--- src/rtl/zwait_pkg.sv ---
// zwait_pkg: shared constants and state encoding for the Z80 wait arbiter
package zwait_pkg;
    localparam int NSRC      = 4;
    localparam int SRC_W     = 2;
    localparam int TMO_W_DEF = 12;
    localparam logic [1:0] ST_IDLE    = 2'd0;
    localparam logic [1:0] ST_SERVE   = 2'd1;
    localparam logic [1:0] ST_RELEASE = 2'd2;
endpackage

--- src/rtl/zwait_rr.sv ---
// zwait_rr: combinational 4-way round-robin pick starting after the last grant
module zwait_rr
    import zwait_pkg::*;
(
    input  logic [NSRC-1:0]  req,
    input  logic [SRC_W-1:0] last,
    output logic [SRC_W-1:0] gnt_id,
    output logic             gnt_vld
);
    logic [SRC_W-1:0] w_idx;
    // scan from the farthest candidate back to last+1 so the nearest requester wins
    always_comb begin
        gnt_vld = 1'b0;
        gnt_id  = last;
        w_idx   = last;
        for (int k = NSRC; k >= 1; k--) begin
            w_idx = last + SRC_W'(k);
            if (req[w_idx]) begin
                gnt_vld = 1'b1;
                gnt_id  = w_idx;
            end
        end
    end
endmodule

--- src/rtl/zwait_arb.sv ---
// zwait_arb: holds the Z80 in WAIT while the AVR services queued I/O accesses
module zwait_arb
    import zwait_pkg::*;
#(
    parameter int TMO_W   = TMO_W_DEF,
    parameter int REL_CYC = 2
) (
    input  logic              fclk,
    input  logic              rst,
    input  logic [NSRC-1:0]   wait_start,
    input  logic              wait_rnw_in,
    input  logic [7:0]        wait_wdata_in,
    output logic              wait_n,
    output logic [7:0]        wait_read,
    output logic              avr_req,
    output logic [SRC_W-1:0]  avr_src,
    output logic              avr_rnw,
    output logic [7:0]        avr_wdata,
    input  logic              avr_ack,
    input  logic [7:0]        avr_rdata,
    output logic [NSRC-1:0]   pending,
    output logic              timeout
);
    localparam int REL_W = $clog2(REL_CYC + 1);

    logic [1:0]       r_state;
    logic             r_wait_n;
    logic             r_req;
    logic [SRC_W-1:0] r_src;
    logic             r_rnw;
    logic [7:0]       r_wdata;
    logic [7:0]       r_read;
    logic [NSRC-1:0]  r_pend;
    logic             r_tmo;
    logic [TMO_W-1:0] r_cnt;
    logic [REL_W-1:0] r_rel;
    logic [SRC_W-1:0] r_last;
    logic             r_cap_rnw [NSRC];
    logic [7:0]       r_cap_wd  [NSRC];

    logic [NSRC-1:0]  w_req;
    logic [NSRC-1:0]  w_clr;
    logic [SRC_W-1:0] w_gid;
    logic             w_gvld;
    logic             w_ack;
    logic             w_tmo;
    logic             w_done;

    assign w_req  = r_pend | wait_start;
    assign w_ack  = (r_state == ST_SERVE) && avr_ack;
    assign w_tmo  = (r_state == ST_SERVE) && !avr_ack && (r_cnt == '1);
    assign w_done = w_ack | w_tmo;
    assign w_clr  = w_done ? (NSRC'(1) << r_src) : '0;

    zwait_rr u_rr (
        .req     (w_req),
        .last    (r_last),
        .gnt_id  (w_gid),
        .gnt_vld (w_gvld)
    );

    // capture starts, run the IDLE/SERVE/RELEASE sequence and drive the AVR channel
    always_ff @(posedge fclk) begin
        if (rst) begin
            r_state  <= ST_IDLE;
            r_wait_n <= 1'b1;
            r_req    <= 1'b0;
            r_src    <= '0;
            r_rnw    <= 1'b1;
            r_wdata  <= '0;
            r_read   <= 8'hFF;
            r_pend   <= '0;
            r_tmo    <= 1'b0;
            r_cnt    <= '0;
            r_rel    <= '0;
            r_last   <= '0;
            for (int k = 0; k < NSRC; k++) begin
                r_cap_rnw[k] <= 1'b0;
                r_cap_wd[k]  <= '0;
            end
        end else begin
            r_pend <= (r_pend & ~w_clr) | wait_start;
            r_tmo  <= w_tmo;
            for (int k = 0; k < NSRC; k++) begin
                if (wait_start[k]) begin
                    r_cap_rnw[k] <= wait_rnw_in;
                    r_cap_wd[k]  <= wait_wdata_in;
                end
            end
            case (r_state)
                ST_IDLE: begin
                    if (w_gvld) begin
                        r_state  <= ST_SERVE;
                        r_wait_n <= 1'b0;
                        r_req    <= 1'b1;
                        r_src    <= w_gid;
                        r_rnw    <= wait_start[w_gid] ? wait_rnw_in : r_cap_rnw[w_gid];
                        r_wdata  <= wait_start[w_gid] ? wait_wdata_in : r_cap_wd[w_gid];
                        r_cnt    <= '0;
                    end
                end
                ST_SERVE: begin
                    r_cnt <= r_cnt + 1'b1;
                    if (w_done) begin
                        r_state  <= ST_RELEASE;
                        r_wait_n <= 1'b1;
                        r_req    <= 1'b0;
                        r_rel    <= '0;
                        if (r_rnw) r_read <= w_ack ? avr_rdata : 8'hFF;
                        if (w_ack) r_last <= r_src;
                    end
                end
                ST_RELEASE: begin
                    if (r_rel == REL_W'(REL_CYC - 1)) r_state <= ST_IDLE;
                    else r_rel <= r_rel + 1'b1;
                end
                default: r_state <= ST_IDLE;
            endcase
        end
    end

    assign wait_n    = r_wait_n;
    assign wait_read = r_read;
    assign avr_req   = r_req;
    assign avr_src   = r_src;
    assign avr_rnw   = r_rnw;
    assign avr_wdata = r_wdata;
    assign pending   = r_pend;
    assign timeout   = r_tmo;
endmodule

--- config.mk ---
export PLATFORM = sky130hd
export DESIGN_NAME = zwait_arb
export DESIGN_NICKNAME = d
export VERILOG_FILES = /design/src/rtl/zwait_pkg.sv /design/src/rtl/zwait_rr.sv /design/src/rtl/zwait_arb.sv
export SDC_FILE = /design/constraint.sdc
export NUM_CORES = 1
export LEC_CHECK = 0
export BUFFER_PORTS_ARGS = -buffer_cell sky130_fd_sc_hd__buf_2
export CAP_MARGIN = 10
export CELL_PAD_IN_SITES_DETAIL_PLACEMENT = 2
export CELL_PAD_IN_SITES_GLOBAL_PLACEMENT = 2
export CORE_MARGIN = 2
export CORE_UTILIZATION = 37
export DETAILED_ROUTE_END_ITERATION = 12
export GPL_TIMING_DRIVEN = 0
export PLACE_DENSITY_LB_ADDON = 0.1
export SETUP_SLACK_MARGIN = 0.15
export SYNTH_ARGS = -nofsm -noshare
export SYNTH_HDL_FRONTEND = slang
export SYNTH_SLANG_ARGS = --single-unit
--- constraint.sdc ---
create_clock -name fclk -period 2.45 [get_ports fclk]
set_input_delay 0.3675 -clock fclk [delete_from_list [all_inputs] [get_ports fclk]]
set_output_delay 0.3675 -clock fclk [all_outputs]
set_load 0.01 [all_outputs]
==> metrics, run 1 <==
initial antenna violation count=0; share of post-route cells with drive strength above 1=23.8%; Reg2Reg Capture Point=avr_wdata[0]; Avg Vias per Cell=5.85; status=complete, no violations; Sequential Power Share=48.1%; Crit Path Max Fanout=10; Crit. End Element=flop; Mapped Nets=427; clock latency on the worst-skew pair=370 ps; Die Wd=108 um; Clock Skew=13.9 ps; I/O Buffers=47; end of the critical path=avr_wdata[0]; reg2reg start=pending[1]; Synth Flop Type=dfxtp_1; DIE HEIGHT=108 um; drt drc=0; clk sinks=80; DP Wirelength=9.35 mm; Clock power frac=33.4%; critical path type=flop to flop; row cnt=38; maxcap violations=0; final number of hold-violating endpoints=0; main area contributors after synthesis=edfxtp_1 (27%), dfxtp_1 (22%), and2_1 (5.6%), a211oi_1 (3.5%), and3_1 (2.8%); Tmin final=2210 ps; vias in the first global route=3645; hold slack final=230 ps; cell taking the most area after synthesis=edfxtp_1; Synth top cells by count=dfxtp_1 (44), and2_1 (36), edfxtp_1 (36); Initial Util=37.5%; ANT nets after route=0; Yosys top cell area share=26.8%; switching power=985 uW; cts hold-fix bufs=0; synthesized area=0.00403 mm2; R2R depth=6; Max VDD drop=0.435 mV; vias post-DR=3551; NumNets Final=488; Async SR Flop Fraction=0%; critical path launch point type=flop; Final WS setup=237 ps; Iter 0 DRT Violations=161; RSZ-0062 raised after global routing=true; clock buffer depth=2; I/O pin count=50; Int Power=2.29 mW; Sw Share=30.1%; Slowest cell on crit path=a32oi_2; RD Place Congestion=0.822; slowest stage delay, CP=550 ps; CP Cell Sequence=nor4_4 -> buf_4 -> o21ai_1 -> a32oi_2 -> o22a_4 -> o311ai_1; CP startpoint=pending[1]; wire length per cell=21.8 um; CP required=2690 ps; R2R Setup Slk=240 ps; Worst-Margin Slew=632 ps; count leader, synth=dfxtp_1; Synth warnings=0; core area=0.0107 mm2; pin count of the biggest net entering global routing=14; DRT Wirelength=13.3 mm; Pins Over Slew Limit=0; Comb pwr share=18.5%; H-Tree Depth=3; power density over the cells=695 mW/mm2; Buf/Inv on CP=1; global route overflow=0; first-pass GRT wire length=20.8 mm; GRT Total Usage=23.6%; Worst-path clk slew=90 ps; Crit path max-delay family=compound AO/OA/AOI/OAI gates; Layout area overhead=16.9%; post-synthesis sequential element count=80; DR pass1 iterations=4; Setup Viol. Count Final=0; Slew Limit Headroom=57.7%; fillers=1183; CP arrival=2450 ps; CTS Buf Count=9; fin crit share=90.3%; synth unique cells=58; total die area=0.0117 mm2; Syn Area/Cell=10.1 um2; P_leak=1.70 nW; Post-synth EDFFs=36; pre-CTS setup slack=-83.4 ps; root buf cell=clkbuf_8; post-synthesis sequential area ratio=48.7%; CTS tree=yes; n_diodes=0; Max Clock Freq=452 MHz; number of cells on the critical path=6; Hold Path Class=input pin to flop; post-synthesis cell count=401
final cells by class:
cell class / count / area, um2 / share of cell area [%]
Inverter: 4 / 15.0 / 0.319
Clock buffer: 10 / 128 / 2.71
Tap cell: 140 / 175 / 3.72
Buffer: 26 / 131 / 2.79
Sequential cell: 80 / 1960 / 41.7
Multi-Input combinational cell: 291 / 1960 / 41.6
Timing Repair Buffer: 50 / 258 / 5.47
Clock inverter: 6 / 83.8 / 1.78
how the worst min path moves through the flow:
stage / from / endpoint / slack, ps / cells past startpoint
detailed placement: wait_read[0] / wait_read[0] / 450 / 1
floorplan: r_cnt[8] / r_cnt[8] / 450 / 1
global placement: wait_read[1] / wait_read[1] / 440 / 1
global route: avr_rdata[4] / wait_read[4] / 210 / 2
finish: avr_rdata[1] / wait_read[1] / 230 / 2
CTS: avr_rdata[0] / wait_read[0] / 210 / 2
layout by cell type (no fill, tap or decap), drive strengths merged, types with 14 or more instances in the layout:
master,n
a211oi,19
nor2,23
buf,64
edfxtp,36
and2,36
o21ai,15
nor4,16
nand2,20
clkbuf,22
dfxtp,44
nor3,14
nand3,17
a21oi,14
and3,18
metal layers:
layer | wire length [um] | vias up | GRT usage [%]
met5 | 0 | - | 0
met4 | 164 | 0 | 7.88
met3 | 561 | 13 | 2.95
met2 | 6360 | 74 | 38.0
met1 | 6180 | 1802 | 33.0
li1 | - | 1662 | -
sequential cells by signal (all words and copies together), names as in the netlist, 2 cells and up:
signal     cells
r_last         2
r_cap_wd      32
pending        4
r_cnt         12
r_rel          2
avr_wdata      8
wait_read      8
avr_src        2
r_cap_rnw      4
r_state        2
per-stage QoR:
step           power [mW]  instances  instance area, um2  TNS, ps  util (%)
6_report             3.28        607                4710        0      43.9
5_1_grt              3.43        607                4710        0      43.9
4_1_cts              3.31        605                4680        0      43.5
3_5_place_dp         2.19        588                4440     -152      41.3
3_3_place_gp         2.16        588                4440        0      41.3
2_1_floorplan        1.95        401                4030        0         -
worst reg2reg max path, cell delays in order, from the launching register on:
cell      delay [ps]
dfxtp_1          410
nor4_4           360
buf_4            210
o21ai_1           80
a32oi_2          550
o22a_4           330
o311ai_1         140
power by group through the flow:
stage / logic (mW) / clock network (mW) / registers, mW
2_1_floorplan: 0.343 / 0 / 1.61
4_1_cts: 0.601 / 1.13 / 1.58
5_1_grt: 0.662 / 1.18 / 1.59
3_3_place_gp: 0.566 / 0 / 1.59
3_5_place_dp: 0.587 / 0 / 1.60
6_report: 0.606 / 1.10 / 1.58
cell families (layout without fill, tap and decap cells):
group	count (synthesis)	count (layout)	share of synthesized area, %
and+or+nand+nor	169	169	24.5
AOI/OAI and AO/OA	119	119	22.4
DFF	80	80	48.7
buffers and inverters	30	96	3.60
adders and majority gates	2	2	0.621
xor gates and xnor gates	1	1	0.217
repair_timing:
action / in CTS / in global routing
resized for setup: 4 / 6
buffers inserted: 1 / 2
endpoints found under the setup margin: 10 / 6
pin swaps: 2 / 1
No activity file was read; power rests on OpenSTA's default activity.
==> inputs of run 2 (changes only) <==
--- a/config.mk
+++ b/config.mk
@@ -14,7 +14,8 @@
 export DETAILED_ROUTE_END_ITERATION = 12
 export GPL_TIMING_DRIVEN = 0
 export PLACE_DENSITY_LB_ADDON = 0.1
-export SETUP_SLACK_MARGIN = 0.15
+export REMOVE_ABC_BUFFERS = 1
+export SETUP_SLACK_MARGIN = 0.5
 export SYNTH_ARGS = -nofsm -noshare
 export SYNTH_HDL_FRONTEND = slang
 export SYNTH_SLANG_ARGS = --single-unit
==> metrics, run 2 (synthesis results as in run 1) <==
wire length per cell=25.7 um (+18%); cts hold-fix bufs=0 (unchanged); pin count of the biggest net entering global routing=41 (+27); I/O pin count=50 (unchanged); GRT Total Usage=23.8% (+0.17 points); I/O Buffers=49 (+4.3%); critical path launch point type=flop; reg2reg start=pending[1]; CP arrival=2420 ps (-30 ps); Crit Path Max Fanout=7 (-3); CP required=2720 ps (+30 ps); n_diodes=0 (unchanged); Largest register FFs=32 (unchanged); row cnt=38 (unchanged); DR pass1 iterations=7 (+3); ANT nets after route=0 (unchanged); CTS tree=yes; share of post-route cells with drive strength above 1=37.3% (+14 points); core area=0.0107 mm2 (unchanged); critical path type=flop to flop; R2R depth=6 (unchanged); clock buffer depth=2 (unchanged); hold slack final=220 ps (-10.1 ps); fin crit share=87.4% (-3.0 points); CTS Buf Count=9 (unchanged); Avg Vias per Cell=6.15 (+5.1%); power density over the cells=660 mW/mm2 (-5.1%); maxcap violations=0 (unchanged); WHS Endpoint=wait_read[3]; Pins Over Slew Limit=0 (unchanged); Tmin final=2140 ps (-72.3 ps); clk sinks=80 (unchanged); P_leak=1.94 nW (+14%); Iter 0 DRT Violations=258 (+60%); Max VDD drop=0.437 mV (+0.49%); DRT Wirelength=16.1 mm (+21%); R2R Setup Slk=310 ps (+70 ps); vias post-DR=3842 (+8.2%); Max Clock Freq=467 MHz (+3.4%); Hold Path Class=input pin to flop; first-pass GRT wire length=21.1 mm (+1.0%); biggest regs=r_cap_wd (32), r_cnt (12); RSZ-0062 raised after global routing=true; final number of hold-violating endpoints=0 (unchanged); Reg2Reg Capture Point=avr_wdata[2]; Slew Limit Headroom=44.5% (-13 points); Initial Util=37.5% (unchanged); pre-CTS setup slack=-1060 ps (-976 ps); hold depth=2 (unchanged); Crit. End Element=flop; vias in the first global route=3751 (+2.9%); DP Wirelength=8.53 mm (-8.7%); total die area=0.0117 mm2 (unchanged); Worst-path clk slew=90 ps (about the same); root buf cell=clkbuf_8; hold_sp=avr_rdata[3]; dpl cell area=0.00435 mm2 (-2.1%); initial antenna violation count=0 (unchanged); design area=0.00532 mm2 (+13%); most frequent cells in the layout=buf_2 (49), and2_1 (36), dfxtp_1 (36), edfxtp_1 (36), buf_4 (33); largest register by flop count=r_cap_wd; drt drc=0 (unchanged); H-Tree Depth=3 (unchanged); Layout area overhead=32.1%; Die Wd=108 um (unchanged); status=complete, no violations; commonest non-fill, non-tap cell in the layout=buf_2; post-layout util=49.5% (+5.7 points); Clock Skew=13.3 ps (-0.657 ps); DIE HEIGHT=108 um (unchanged); clock latency on the worst-skew pair=370 ps (about the same); fillers=1117 (-5.6%); NumNets Final=506 (+3.7%); Final WS setup=309 ps (+72.3 ps); RD Place Congestion=0.759 (-7.6%); global route overflow=0 (unchanged); Worst-Margin Slew=832 ps (+200 ps); Setup Viol. Count Final=0 (unchanged); Setup TNS=0 ps (unchanged)
==> run 2: cell types whose count changed in the layout (fill, tap and decap cells not counted), moves of 4 or more <==
cell      change
buf_4        +29
buf_12        +5
buf_2         -9
a211oi_1      -8
a211oi_4      +8
dfxtp_4       +4
clkbuf_1     -12
dfxtp_1       -7
==> run 2: final cells by class <==
type / count / area, um2 / share of cell area (%)
Timing Repair Buffer: 90 / 627 / 11.8
Sequential cell: 80 / 1980 / 37.2
Tap cell: 140 / 175 / 3.29
Inverter: 4 / 15.0 / 0.282
Multi-Input combinational cell: 295 / 2310 / 43.5
Clock inverter: 7 / 86.3 / 1.62
Clock buffer: 9 / 124 / 2.33
==> run 2: worst max-delay path by stage <==
| stage | start | to | slack (ps) | depth (start not counted) |
|---|---|---|---|---|
| 6_report | pending[1] | avr_wdata[2] | 310 | 6 |
| 5_1_grt | pending[1] | avr_wdata[2] | 320 | 6 |
| 4_1_cts | r_state[0] | r_state[0] | 450 | 5 |
| 3_5_place_dp | wait_start[1] | avr_wdata[7] | -1060 | 6 |
| 3_3_place_gp | wait_start[1] | avr_wdata[7] | -990 | 6 |
| 2_1_floorplan | pending[3] | avr_rnw | -30 | 5 |
==> run 2: where the power goes <==
group          leakage, nW  internal, mW  switching (mW)  total, mW
Clock                0.108         0.566           0.533       1.10
Combinational         1.08         0.324           0.496      0.820
Sequential           0.751          1.50          0.0910       1.60
==> run 2: worst max-delay path: stages, from the launching register on <==
cell	delay [ps]
dfxtp_4	400
o21a_1	230
o21a_2	290
buf_4	190
nor4_1	580
a22oi_2	190
o311ai_4	150
==> run 2: per-layer routing <==
layer | vias to the layer above | track usage [%] | routed length, um
met2 | 140 | 38.1 | 7690
met4 | 0 | 7.23 | 346
met1 | 1965 | 32.3 | 7210
met5 | - | 0 | 0
li1 | 1708 | - | -
met3 | 29 | 5.12 | 837
==> run 2: stage by stage <==
stage,total power [mW],std cells
after floorplan,1.92,375
after global placement,2.14,564
after detailed placement,2.17,566
after CTS,3.34,599
after global routing,3.65,625
final,3.51,625
==> run 2: timing repair <==
| action | 4_1_cts | 5_1_grt |
|---|---|---|
| pin swaps | 11 | 22 |
| cloned | 2 | 2 |
| gates resized for setup | 38 | 44 |
| endpoints found under the setup margin | 39 | 29 |
| buffers inserted | 15 | 24 |
==> inputs of run 3 (changes only) <==
--- a/config.mk
+++ b/config.mk
@@ -5,12 +5,12 @@
 export SDC_FILE = /design/constraint.sdc
 export NUM_CORES = 1
 export LEC_CHECK = 0
-export BUFFER_PORTS_ARGS = -buffer_cell sky130_fd_sc_hd__buf_2
+export BUFFER_PORTS_ARGS = -buffer_cell sky130_fd_sc_hd__buf_4
 export CAP_MARGIN = 10
 export CELL_PAD_IN_SITES_DETAIL_PLACEMENT = 2
 export CELL_PAD_IN_SITES_GLOBAL_PLACEMENT = 2
 export CORE_MARGIN = 2
-export CORE_UTILIZATION = 37
+export CORE_UTILIZATION = 35
 export DETAILED_ROUTE_END_ITERATION = 12
 export GPL_TIMING_DRIVEN = 0
 export PLACE_DENSITY_LB_ADDON = 0.1
==> metrics, run 3 (synthesis results as in run 1) <==
status=complete, no violations; fin crit share=84.1% (-3.2 points); critical path launch point type=flop; pin count of the biggest net entering global routing=41 (unchanged); Initial Util=35.6% (-1.9 points); root buf cell=clkbuf_16; Max Clock Freq=485 MHz (+3.9%); commonest non-fill, non-tap cell in the layout=buf_4; share of post-route cells with drive strength above 1=35.2% (-2.2 points); DIE HEIGHT=111 um (+2.7%); Tmin final=2060 ps (-79.5 ps); I/O pin count=50 (unchanged); Finished Layout Cells=615 (-1.6%); vias post-DR=3617 (-5.9%); dpl cell area=0.00447 mm2 (+2.9%); I/O Buffers=49 (unchanged); DRT Wirelength=14.2 mm (-12%); Clock Skew=11.6 ps (-1.64 ps); design area=0.00536 mm2 (+0.73%); Die Wd=111 um (+2.7%); Total Power=3.70 mW (+5.3%); core area=0.0113 mm2 (+5.4%); Worst-path clk slew=60 ps (-30 ps); most frequent cells in the layout=buf_4 (72), and2_1 (36), dfxtp_1 (36), edfxtp_1 (36), nor2_1 (20); Slew Limit Headroom=63.5% (+19 points); H-Tree Depth=3 (unchanged); clock latency on the worst-skew pair=350 ps (-20 ps); DR pass1 iterations=4 (-3); drt drc=0 (unchanged); vias in the first global route=3717 (-0.91%); CTS tree=yes; Pins Over Slew Limit=0 (unchanged); ANT nets after route=0 (unchanged); Largest register FFs=32 (unchanged); Crit Path Max Fanout=6 (-1); Worst-Margin Slew=546 ps (-286 ps); CP arrival=2280 ps (-140 ps); CTS Buf Count=9 (unchanged); row cnt=39 (+2.6%); maxcap violations=0 (unchanged); n_diodes=0 (unchanged); total die area=0.0124 mm2 (+5.5%); DP Wirelength=9.06 mm (+6.1%); power density over the cells=690 mW/mm2 (+4.5%); clock buffer depth=2 (unchanged); GRT Total Usage=21.2% (-2.6 points); CP required=2670 ps (-50 ps); Hold Path Class=input pin to flop; Max VDD drop=0.341 mV (-22%); Crit. End Element=flop; global route overflow=0 (unchanged); initial antenna violation count=0 (unchanged); RSZ-0062 raised after global routing=true; Iter 0 DRT Violations=166 (-36%); biggest regs=r_cap_wd (32), r_cnt (12); RD Place Congestion=0.747 (-1.6%); Layout area overhead=33.1%; clk sinks=80 (unchanged); largest register by flop count=r_cap_wd; wire length per cell=23.1 um (-10%); final number of hold-violating endpoints=0 (unchanged); critical path type=flop to flop; Avg Vias per Cell=5.88 (-4.3%); first-pass GRT wire length=20.6 mm (-2.3%); NumNets Final=493 (-2.6%); P_leak=1.92 nW (-0.97%); Setup Viol. Count Final=0 (unchanged); Setup TNS=0 ps (unchanged); Cells after DPL=569 (+0.53%); hold slack final=252 ps (+32.2 ps)
run 3: critical path, stage by stage, from the launching register on:
cell and delay [ps]:
dfxtp_4 360, nor4_4 480, buf_4 210, o21ai_4 110, buf_12 170, and3_1 170
a211oi_2 280, o311ai_1 150
run 3: final timing paths:
kind                                    from           end  slack, ps  depth (start not counted)
worst max register to register    pending[0]  avr_wdata[2]        390                          7
worst min register to register  avr_wdata[4]  avr_wdata[4]        470                          2
worst max-delay path              pending[0]  avr_wdata[2]        390                          7
worst min-delay path            avr_rdata[1]  wait_read[1]        250                          2
run 3: final cells by class:
class                           count  area (um2)
Multi-Input combinational cell    295        2270
Sequential cell                    80        1980
Fill cell                        1180        5960
Clock buffer                       13         240
Inverter                            4        15.0
Tap cell                          143         179
Clock inverter                      3        42.5
Timing Repair Buffer               77         637
run 3: timing repair:
item	in CTS	in global routing
gates cloned	1	4
resized for setup	36	36
endpoints found under the setup margin	34	28
setup buffers	11	14
hold buffers	0	0
pin swaps	9	27
run 3: stage by stage:
| step | utilization [%] | setup WS [ps] |
|---|---|---|
| after floorplan | - | -30.9 |
| after global placement | 39.3 | -866 |
| after detailed placement | 39.5 | -1040 |
| after CTS | 44.3 | 498 |
| after global routing | 47.4 | 351 |
| final | 47.4 | 389 |
run 3: routing by layer:
metal  up-vias  global-route usage (%)  part of all wire [%]  wire length, um
met4         0                    7.41                   1.6              223
met3        15                    3.06                   3.1              445
li1       1688                       -                     -                -
met2        76                    36.2                    50             7120
met1      1838                    27.5                    45             6400
met5         -                       0                     0                0
run 3: where the power goes:
group          switching [mW]  internal [mW]
Sequential             0.0909           1.51
Combinational           0.443          0.332
Clock                   0.539          0.790
